[src/rtl/pipe_stage_buf.sv]
// EX->MEM pipeline stage register with valid/ready handshake, flush and an optional skid entry.
// The head entry drives every output; control outputs are masked to zero whenever the head is empty.
module pipe_stage_buf #(
    parameter int DATA_W = 32,
    parameter int REG_W  = 5,
    parameter int WB_W   = 2,
    parameter int SKID   = 1
) (
    input  logic              clk_i,
    input  logic              rst_i,
    input  logic              flush_i,
    input  logic              in_valid_i,
    output logic              in_ready_o,
    input  logic [WB_W-1:0]   WB_i,
    input  logic [1:0]        MEM_i,
    input  logic [DATA_W-1:0] ALUOut_i,
    input  logic [DATA_W-1:0] RTData_i,
    input  logic [REG_W-1:0]  RD_i,
    output logic              out_valid_o,
    input  logic              out_ready_i,
    output logic [WB_W-1:0]   WB_o,
    output logic [DATA_W-1:0] ALUOut_o,
    output logic [DATA_W-1:0] RTData_o,
    output logic [REG_W-1:0]  RD_o,
    output logic              MemRead_o,
    output logic              MemWrite_o,
    output logic [1:0]        occupancy_o
);

    typedef struct packed {
        logic [WB_W-1:0]   wb;
        logic [1:0]        mem;
        logic [DATA_W-1:0] aluOut;
        logic [DATA_W-1:0] rtData;
        logic [REG_W-1:0]  rd;
    } entry_t;

    entry_t headEntry_q, headEntry_d;
    entry_t skidEntry_q, skidEntry_d;
    logic   headValid_q, headValid_d;
    logic   skidValid_q, skidValid_d;

    entry_t inEntry;
    logic   acceptIn;
    logic   releaseOut;

    assign inEntry    = '{wb: WB_i, mem: MEM_i, aluOut: ALUOut_i, rtData: RTData_i, rd: RD_i};
    // With the skid entry, ready comes straight from a flop so no combinational path reaches upstream.
    assign in_ready_o = (SKID != 0) ? ~skidValid_q : (~headValid_q | out_ready_i);
    assign acceptIn   = in_valid_i & in_ready_o;
    assign releaseOut = headValid_q & out_ready_i;

    always_comb begin
        headEntry_d = headEntry_q;
        headValid_d = headValid_q;
        skidEntry_d = skidEntry_q;
        skidValid_d = skidValid_q;

        if (SKID != 0) begin
            if (releaseOut && skidValid_q) begin
                headEntry_d = skidEntry_q;
                skidValid_d = 1'b0;
            end else if (acceptIn && (!headValid_q || releaseOut)) begin
                headEntry_d = inEntry;
                headValid_d = 1'b1;
            end else if (acceptIn) begin
                skidEntry_d = inEntry;
                skidValid_d = 1'b1;
            end else if (releaseOut) begin
                headValid_d = 1'b0;
            end
        end else begin
            if (acceptIn) begin
                headEntry_d = inEntry;
                headValid_d = 1'b1;
            end else if (releaseOut) begin
                headValid_d = 1'b0;
            end
        end

        // Flush drops any same-cycle accept and leaves the data fields untouched.
        if (flush_i) begin
            headEntry_d = headEntry_q;
            skidEntry_d = skidEntry_q;
            headValid_d = 1'b0;
            skidValid_d = 1'b0;
        end
    end

    always_ff @(posedge clk_i or posedge rst_i) begin
        if (rst_i) begin
            headEntry_q <= '0;
            skidEntry_q <= '0;
            headValid_q <= 1'b0;
            skidValid_q <= 1'b0;
        end else begin
            headEntry_q <= headEntry_d;
            skidEntry_q <= skidEntry_d;
            headValid_q <= headValid_d;
            skidValid_q <= skidValid_d;
        end
    end

    assign out_valid_o = headValid_q;
    assign WB_o        = headValid_q ? headEntry_q.wb : '0;
    assign MemRead_o   = headEntry_q.mem[0] & headValid_q;
    assign MemWrite_o  = headEntry_q.mem[1] & headValid_q;
    assign ALUOut_o    = headEntry_q.aluOut;
    assign RTData_o    = headEntry_q.rtData;
    assign RD_o        = headEntry_q.rd;
    assign occupancy_o = {1'b0, headValid_q} + {1'b0, skidValid_q};

endmodule

[config.mk]
export PLATFORM = sky130hd
export DESIGN_NAME = pipe_stage_buf
export DESIGN_NICKNAME = d
export VERILOG_FILES = /design/src/rtl/pipe_stage_buf.sv
export SDC_FILE = /design/constraint.sdc
export NUM_CORES = 1
export LEC_CHECK = 0
export ABC_AREA = 1
export ABC_CLOCK_PERIOD_IN_PS = 5800
export CELL_PAD_IN_SITES_DETAIL_PLACEMENT = 1
export CELL_PAD_IN_SITES_GLOBAL_PLACEMENT = 2
export CORE_MARGIN = 3
export CORE_UTILIZATION = 31
export CTS_BUF_LIST = sky130_fd_sc_hd__clkbuf_8
export DETAILED_ROUTE_END_ITERATION = 7
export GPL_TIMING_DRIVEN = 0
export PLACE_DENSITY = 0.92
export SYNTH_ARGS = -nofsm -noshare
export SYNTH_HDL_FRONTEND = slang
export SYNTH_SLANG_ARGS = --single-unit
[constraint.sdc]
create_clock -name clk_i -period 5.8 [get_ports clk_i]
set_clock_uncertainty 0.2 [all_clocks]
set_input_delay 0.87 -clock clk_i [delete_from_list [all_inputs] [get_ports clk_i]]
set_output_delay 0.87 -clock clk_i [all_outputs]
set_load 0.005 [all_outputs]
## Yosys cells after proc, flatten, opt, wreduce, memory -nomap -nowiden

Cells that the tools add are included.

- Register bits after elaboration: 148
- Input port bits: 78
- Output and inout bits: 77
- Logic and storage cells: 47

- Bitwise gates (word level): 8
- Add/sub/neg operators: 1
- Equal/unequal tests: 3
- Reductions and logical operators: 11
- Muxes and demuxes: 12

Operators by type and width:

| cell | count |
|---|---|
| 73-bit 2-to-1 mux | 2 |
| 1-bit 2-to-1 mux | 9 |
| 3-bit nonzero test | 2 |
| 1-bit bitwise AND | 4 |
| 1-bit NOT | 4 |
| 2-bit AND reduction | 2 |
| 4-bit AND reduction | 1 |
| 3-bit by 2-bit != test with 1-bit output, second input constant | 1 |
| 3-bit != test, second input constant | 1 |
| 3-bit AND reduction | 1 |
| 1-bit by 1-bit adder with 2-bit output | 1 |
| 1-bit logical AND | 2 |
| 2-bit 2-to-1 mux | 1 |
| 2-bit != test, second input constant | 1 |
| 2-bit nonzero test | 1 |
| 1-bit zero test | 1 |
| 1-bit logical OR | 1 |

## Longest topological paths before layout

Gate-level depths: netlist of run 1.

- Depth after elaboration: 6
- Mapped depth: 8
- Gate-level depth less buffers: 7

## Worst setup path before layout of run 1

OpenSTA, ideal clock, no wires.

- Path type: register to output
- From: register headValid_q, in the netlist out_valid_o
- To: output port MemRead_o
- Required time: 4.730 ns
- Data arrival time: 1.020 ns
- Path slack: 3.710 ns
- Path buffers: 3
- Stages on the path, launching flop included: 6
- Cell sequence: dfrtp_1 > buf_2 > buf_2 > buf_2 > nand2_1 > inv_1

- Word-level cells in the longest chain between the ends: 1

RTL lines:

| what | line | RTL |
|---|---|---|
| from (decl) | 40 | `logic headValid_q, headValid_d;` |
| from (signal assigned) | 99 | `headValid_q <= headValid_d;` |
| 1-bit bitwise AND | 106 | `assign MemRead_o = headEntry_q.mem[0] & headValid_q;` |
| to (decl) | 25 | `output logic MemRead_o,` |

Every way passes these cells.

## Worst setup path in the final report of run 1

- From: register headValid_q, in the netlist out_valid_o
- To: output port WB_o[0]

- Word-level cells in the longest chain between the ends: 1

RTL lines:

| what | line | RTL |
|---|---|---|
| 2-bit 2-to-1 mux | 105 | `assign WB_o = headValid_q ? headEntry_q.wb : '0;` |
| to (decl) | 21 | `output logic [WB_W-1:0] WB_o,` |

Every way passes these cells.

==> results of run 1 <==
routing by layer:
layer	GRT usage	vias up	wire length, µm
met5	0	-	0
met3	0.0385	26	1060
met2	0.316	163	11900
met1	0.266	3475	11500
met4	0.0434	0	323
li1	-	3463	-
synthesized netlist by cell type, drive strengths merged:
cell and count:
buf 138, o21ai 1, dfrtp 148, nand2 449, ha 1, nand3 148
clkbuf 12, o211ai 1, inv 9, nand4 73, nor3 1, nor2 1
worst max path at each step:
| stage | start | end | slack (ps) | cells after the start |
|---|---|---|---|---|
| finish | out_valid_o | WB_o[0] | 2300 | 6 |
| global route | out_valid_o | MemWrite_o | 2130 | 6 |
| CTS | out_valid_o | MemRead_o | 2250 | 6 |
| detailed placement | out_valid_o | MemRead_o | 2760 | 6 |
| global placement | rst_i | RTData_o[6] | -1680 | 2 |
| floorplan | rst_i | ALUOut_o[0] | 750 | 1 |
through the flow:
stage	hold WS [ps]	cell area (µm²)	TNS (ps)
floorplan	242	7650	0
CTS	278	10100	0
detailed placement	259	9620	0
finish	275	10100	0
global placement	253	9590	-245990
global route	298	10100	0
cell type report:
type / count / area, µm²
buffer: 150 / 985
clock buffer: 19 / 262
clock inverter: 13 / 203
fill: 2883 / 13800
inverter: 9 / 38.8
multi-input combinational: 675 / 2930
sequential: 148 / 3700
tap: 319 / 399
timing repair buffer: 155 / 1570
state kept, by name (all words and copies together), names as in the netlist:
signal and count:
skidEntry_q 73, ALUOut_o 32, RTData_o 32, RD_o 5
headEntry_q 4, out_valid_o 1, skidValid_q 1
logic make-up after synthesis:
family / Yosys count / synth area share
and+or+nand+nor: 672 / 0.380
buffers and inverters: 159 / 0.133
DFF: 148 / 0.484
AOI/OAI and AO/OA: 2 / 0.00164
adders and majority gates: 1 / 0.00164
power by group:
group / leakage (nW) / switching [mW] / internal (mW)
Combinational: 3.17 / 0.463 / 0.564
Sequential: 1.84 / 0.147 / 1.29
Clock: 0.243 / 0.431 / 0.536
Total: 5.26 / 1.04 / 2.39
worst reg2reg max path, stage by stage, from the launching register on:
cell and delay (ps):
dfrtp_1 390, buf_2 280, nand2_1 110, nand2_2 110, nand2_2 70, nand2_2 290
buf_2 320, nand2_1 90, nand2_1 70
==> flow_metrics.py, run 1 <==
metrics = {
    "yosys": {
        "synth_seq_cells": 148,
        "synth.net_count": 1061,
        "synthTopCellsByArea": "dfrtp_1 48%, nand2_1 22%, nand3_1 9.7%",
        "synth.distinct_cells": 17,
        "synth_top_cell_by_area": "dfrtp_1",
        "synthCells": 982,
        "netlist.area_leader.share": 0.484,
        "ys_warn_count": 0,
        "syn-cell-area_mm2": 0.00765,
        "syn_area_per_cell_um2": 7.79,
        "ys_seq_area_frac": 0.484,
    },
    "die": {
        "ios": 155,
        "die_x_um": 163,
        "die_y_um": 163,
        "placementRows": 56,
        "core_area_mm2": 0.0239,
        "initial_utilization": 0.320,
        "dieArea_mm2": 0.0266,
    },
    "cts": {
        "cts_tree": "yes",
        "post_cts_buffers": 0,
        "postCtsHoldBufs": 0,
        "cts-root-buf": "clkbuf_8",
        "clock_latency_ps": 450,
        "numCtsBuffers": 17,
        "clk_path_buf_depth": 2,
        "cts.clk_slew.worst_paths_ps": 80,
        "cts_htree_levels": 4,
        "cts.sink_count": 148,
        "cts_resized": 0,
    },
    "setup_path": {
        "slowest_delay_ps": 510,
        "critPathRequiredTime_ps": 4730,
        "crit_type": "reg2out",
        "timing.rr.end": "ALUOut_o[18]",
        "r2r_slack_ps": 3820,
        "timing.rr.start": "out_valid_o",
        "worstSetupEndpointType": "output pin",
        "worstSetupStartpointType": "register",
        "path_buf_inv": 5,
        "worst_path_most_repeated_cell": "buf_2",
        "cpMaxStageDelayCell": "clkdlybuf4s50_1",
        "cpLargestDelayFamily": "buffers and inverters",
        "cp_cell_sequence": "buf_2 -> buf_2 -> buf_2 -> nand2_1 -> inv_1 -> clkdlybuf4s50_1",
        "cp_max_fo": 10,
        "arrival_ps": 2430,
        "ff2ff_path_depth": 8,
    },
    "layout": {
        "final_cell_mix": "446 x nand2_1, 154 x clkdlybuf4s50_1, 148 x dfrtp_1, 148 x nand3_1, 83 x buf_4",
        "diodes": 0,
        "final_layout_size_suffix_gt1_frac": 0.144,
        "layout_commonest_cell": "nand2_1",
        "instances_no_fill": 1488,
        "final_nets": 1235,
        "final_util": 0.422,
        "area_growth_pct": 31.9,
    },
    "placement": {
        "dp_slack_ps": 2760,
        "dp_cells": 1456,
        "dp_hpwl_um": 17200,
        "io_buffers": 154,
        "gp_congestion": 0.775,
    },
    "sta": {
        "layout_setup_ws_ps": 2300,
        "max_freq_mhz": 286,
        "max_slew_margin": 0.597,
        "rsz0062_at_grt": "no",
        "setup_viol": 0,
        "min_period_ps": 3500,
        "maxSlewViolCount": 0,
        "worst_pin_slew_ps": 604,
        "final.period_utilization": 0.603,
        "hold_violations": 0,
    },
    "route": {
        "wl_um": 24800,
        "via_per_inst": 4.79,
        "ant_nets": 0,
        "drtIter0Drc": 330,
        "first_pass_iters": 4,
        "drc": 0,
        "wl_per_cell_um": 16.7,
        "vias": 7127,
    },
    "run_status": {
        "status": "finished clean",
    },
    "pwr": {
        "ir_drop_uv": 155,
        "p_leak_nw": 5.26,
        "power_density_mw_per_mm2": 340,
        "p_total_mw": 3.43,
    },
    "hold_path": {
        "min_from": "headEntry_q[69]",
        "hold_end": "headEntry_q[69]",
        "min_path_cells": 2,
        "hold_path_class": "reg2reg",
    },
    "run": {
        "maxCapViolCount": 0,
    },
    "global_route": {
        "grt_first_pass_wirelength_um": 40800,
        "antenna_found_initial": 0,
        "grt_max_degree": 91,
        "grt_use_total": 0.193,
        "grt_pass1_vias": 7497,
        "grt_overflow": 0,
    },
}
Power figures use the tool's default switching activity.
==> inputs of run 2 (changes only) <==
- ABC_CLOCK_PERIOD_IN_PS: 5800 -> 3000
- CORE_UTILIZATION: 31 -> 28
- PLACE_DENSITY: 0.92 -> 0.88
- clock period: 5.8 -> 3 ns (I/O delays scaled with it)
==> flow_metrics.py, run 2 (synthesis results as in run 1) <==
metrics = {
    "route": {
        "first_pass_iters": 5,
        "wl_um": 25100,
        "via_per_inst": 4.67,
        "ant_nets": 0,
        "drtIter0Drc": 321,
        "drc": 0,
        "wl_per_cell_um": 16.7,
        "vias": 7035,
    },
    "placement": {
        "io_buffers": 154,
        "gp_congestion": 0.790,
        "place_area_mm2": 0.00970,
        "dp_hpwl_um": 18200,
    },
    "die": {
        "initial_utilization": 0.290,
        "die_x_um": 171,
        "ios": 155,
        "core_area_mm2": 0.0264,
        "placementRows": 59,
        "die_y_um": 171,
        "dieArea_mm2": 0.0293,
    },
    "cts": {
        "cts.clk_slew.worst_paths_ps": 90,
        "clock_latency_ps": 450,
        "cts_tree": "yes",
        "cts_resized": 2,
        "cts-root-buf": "clkbuf_8",
        "cts.sink_count": 148,
        "postCtsHoldBufs": 0,
        "cts_htree_levels": 4,
        "numCtsBuffers": 17,
        "clk_path_buf_depth": 2,
        "post_cts_buffers": 0,
    },
    "global_route": {
        "grt_overflow": 0,
        "grt_max_degree": 33,
        "grt_pass1_vias": 7454,
        "grt_use_total": 0.177,
        "grt_first_pass_wirelength_um": 40700,
        "grt_use_met2": 0.286,
        "top_usage_layer": "met2",
        "antenna_found_initial": 1,
        "use_met1": 0.249,
        "grt_use_met3": 0.0278,
    },
    "layout": {
        "largest-register": "skidEntry_q",
        "largest_reg_flops": 73,
        "final_layout_size_suffix_gt1_frac": 0.146,
        "area_growth_pct": 31.9,
        "layout_commonest_cell": "nand2_1",
        "final_nets": 1237,
        "final_util": 0.382,
        "design_area_mm2": 0.0101,
        "final_cell_mix": "446 x nand2_1, 154 x clkdlybuf4s50_1, 148 x dfrtp_1, 148 x nand3_1, 85 x buf_4",
    },
    "sta": {
        "maxSlewViolCount": 0,
        "tns_ps": 0,
        "rsz0062_at_grt": "no",
        "hold_violations": 0,
        "min_period_ps": 2700,
        "max_slew_margin": 0.525,
        "max_freq_mhz": 370,
        "worst_pin_slew_ps": 711,
        "setup_viol": 0,
        "whs_ps": 254,
        "final.period_utilization": 0.901,
    },
    "pwr": {
        "p_leak_nw": 5.23,
        "power_density_mw_per_mm2": 632,
        "ir_drop_uv": 251,
        "p_total_mw": 6.38,
    },
    "setup_path": {
        "worstSetupStartpointType": "register",
        "crit_type": "reg2out",
        "arrival_ps": 2050,
        "worstSetupEndpointType": "output pin",
        "cp_max_fo": 18,
        "critPathRequiredTime_ps": 2350,
    },
    "run_status": {
        "status": "finished clean",
    },
    "run": {
        "maxCapViolCount": 0,
    },
    "hold_path": {
        "hold_path_class": "in2async",
    },
}
==> run 2: changes by cell type in the layout (fill, tap and decap cells not counted), sizes merged <==
cell      before  now
clkinv         3    5
inv           14   11
bufinv         5    2
buf          139  141
diode          0    1
clkinvlp       0    4
==> run 2: layout make-up <==
cell class                 instances  area, µm²
antenna                            1       2.50
buffer                           149        985
clock buffer                      19        262
clock inverter                    13        133
fill                            3212      16300
inverter                           9       37.5
multi-input combinational        675       2930
sequential                       148       3700
tap                              335        419
timing repair buffer             158       1620
==> run 2: critical path, cell delays in order, from the launching register on <==
cell,delay [ps]
dfrtp_1,420
buf_4,280
buf_4,230
nand2_1,80
inv_1,90
clkdlybuf4s50_1,510
==> run 2: worst paths after layout <==
| kind | start | to | slack, ps | cells after the start |
|---|---|---|---|---|
| max in group asynchronous | rst_i | headEntry_q[71] | 1260 | 5 |
| worst max-delay path | out_valid_o | WB_o[0] | 300 | 5 |
| min in group clk_i | headEntry_q[71] | headEntry_q[71] | 270 | 2 |
| worst max register to register | out_valid_o | ALUOut_o[31] | 1000 | 8 |
| worst min register to register | headEntry_q[71] | headEntry_q[71] | 270 | 2 |
| worst min-delay path | rst_i | ALUOut_o[22] | 250 | 2 |
==> run 2: stage by stage <==
stage	setup WS, ps	std cells
after detailed placement	374	1475
final	296	1507
after CTS	37.1	1507
after global placement	-1030	1471
after global routing	165	1506
after floorplan	489	982
==> run 2: per-layer routing <==
layer | share of wire | vias up
li1 | - | 3466
met1 | 0.48 | 3383
met2 | 0.47 | 164
met3 | 0.041 | 20
met4 | 0.0095 | 2
met5 | 0.00052 | -
==> run 2: where the power goes <==
part           switching (mW)  internal, mW
clock network           0.823         0.781
registers               0.283          2.50
logic                   0.898          1.10
==> inputs of run 3 (changes only) <==
- CORE_MARGIN: 3 -> 2
==> flow_metrics.py, run 3 (synthesis results as in run 1) <==
metrics = {
    "sta": {
        "tns_ps": 0,
        "worst_pin_slew_ps": 762,
        "hold_violations": 0,
        "layout_setup_ws_ps": 283,
        "whs_ps": 268,
        "rsz0062_at_grt": "no",
        "max_freq_mhz": 368,
        "final.period_utilization": 0.906,
        "setup_viol": 0,
        "min_period_ps": 2720,
        "maxSlewViolCount": 0,
        "max_slew_margin": 0.491,
    },
    "cts": {
        "cts-root-buf": "clkbuf_8",
        "clock_latency_ps": 460,
        "cts.sink_count": 148,
        "cts_htree_levels": 4,
        "cts_tree": "yes",
        "post_cts_buffers": 0,
        "numCtsBuffers": 17,
        "clk_path_buf_depth": 2,
        "cts.clk_slew.worst_paths_ps": 90,
    },
    "pwr": {
        "power_frac_seq": 0.430,
        "power_density_mw_per_mm2": 638,
        "net-switching-power_mw": 2.00,
        "power.share.clock": 0.261,
        "comb_power_share": 0.309,
        "p_total_mw": 6.46,
        "p_sw_frac": 0.310,
        "p_int_mw": 4.46,
        "p_leak_nw": 5.25,
        "ir_drop_uv": 195,
    },
    "global_route": {
        "grt_use_total": 0.180,
        "antenna_found_initial": 1,
        "grt_max_degree": 36,
        "grt_first_pass_wirelength_um": 40300,
        "grt_pass1_vias": 7437,
        "grt_overflow": 0,
    },
    "setup_path": {
        "timing.rr.end": "RTData_o[27]",
        "crit_type": "reg2out",
        "timing.rr.start": "skidValid_q",
        "ff2ff_path_depth": 7,
        "cp_max_fo": 19,
        "arrival_ps": 2070,
        "r2r_slack_ps": 1110,
        "critPathRequiredTime_ps": 2350,
        "worstSetupStartpointType": "register",
        "worstSetupEndpointType": "output pin",
    },
    "placement": {
        "io_buffers": 154,
        "dp_slack_ps": 367,
        "gp_congestion": 0.765,
        "place_area_mm2": 0.00970,
        "dp_cells": 1481,
        "dp_hpwl_um": 17800,
    },
    "die": {
        "initial_utilization": 0.285,
        "die_y_um": 169,
        "dieArea_mm2": 0.0287,
        "core_area_mm2": 0.0269,
        "placementRows": 60,
        "ios": 155,
        "die_x_um": 169,
    },
    "route": {
        "wl_per_cell_um": 16.5,
        "first_pass_iters": 4,
        "vias": 7035,
        "ant_nets": 0,
        "drtIter0Drc": 392,
        "drc": 0,
        "via_per_inst": 4.65,
        "wl_um": 25000,
    },
    "layout": {
        "final_cell_mix": "446 x nand2_1, 154 x clkdlybuf4s50_1, 148 x dfrtp_1, 148 x nand3_1, 85 x buf_4",
        "largest_reg_flops": 73,
        "final_layout_size_suffix_gt1_frac": 0.145,
        "final_util": 0.377,
        "design_area_mm2": 0.0101,
        "area_growth_pct": 32.3,
        "instances_no_fill": 1514,
        "final_nets": 1237,
        "fillers": 3269,
        "largest-register": "skidEntry_q",
        "layout_commonest_cell": "nand2_1",
    },
    "run": {
        "maxCapViolCount": 0,
    },
    "hold_path": {
        "hold_path_class": "in2async",
    },
    "run_status": {
        "status": "finished clean",
    },
}
[run 3: cell count changes in the layout (fill, tap and decap cells not counted)]
| cell | previous run | this run |
|---|---|---|
| clkinvlp_4 | 4 | 1 |
| clkinv_4 | 1 | 3 |
| bufinv_16 | 2 | 3 |
| clkinv_2 | 4 | 3 |
| diode_2 | 1 | 2 |
| inv_1 | 8 | 9 |
[run 3: timing repair]
action,4_1_cts,5_1_grt
resized for setup,2,0
hold endpoints to repair,0,0
hold buffers,0,0
setup endpoints to repair,4,4
[run 3: power groups by stage]
stage | Clock (mW) | Sequential, mW | Combinational [mW]
2_1_floorplan | 0 | 2.73 | 1.13
3_3_place_gp | 0 | 2.80 | 1.99
3_5_place_dp | 0 | 2.81 | 2.03
4_1_cts | 1.74 | 2.78 | 2.04
5_1_grt | 1.82 | 2.84 | 2.23
6_report | 1.69 | 2.78 | 2.00
[run 3: routing by layer]
layer | wire (µm) | vias to the layer above | share of wire | GRT usage
met3 | 1140 | 24 | 0.046 | 0.0352
met2 | 11900 | 143 | 0.48 | 0.293
li1 | - | 3476 | - | -
met1 | 11600 | 3392 | 0.46 | 0.243
met5 | 0 | - | 0 | 0
met4 | 351 | 0 | 0.014 | 0.0505
[run 3: final cells by class]
type | count | area, µm² | area share
timing repair buffer | 158 | 1620 | 0.160
clock inverter | 13 | 156 | 0.0154
multi-input combinational | 675 | 2930 | 0.289
sequential | 148 | 3700 | 0.366
inverter | 9 | 37.5 | 0.00371
tap | 341 | 427 | 0.0421
antenna | 2 | 5.00 | 0.000494
clock buffer | 19 | 262 | 0.0258
buffer | 149 | 985 | 0.0972
[run 3: how the worst max path moves through the flow]
stage,from,cells past startpoint,to,slack [ps]
2_1_floorplan,rst_i,1,ALUOut_o[0],490
3_3_place_gp,rst_i,2,RTData_o[5],-1070
3_5_place_dp,out_valid_o,6,MemWrite_o,370
4_1_cts,out_valid_o,6,MemWrite_o,20
5_1_grt,skidValid_q,4,in_ready_o,110
6_report,out_valid_o,5,WB_o[1],280
[run 3: worst max-delay path: stages, from the launching register on]
cell	delay (ps)
dfrtp_1	410
buf_4	210
buf_4	290
nand2_1	120
inv_1	70
clkdlybuf4s50_1	490
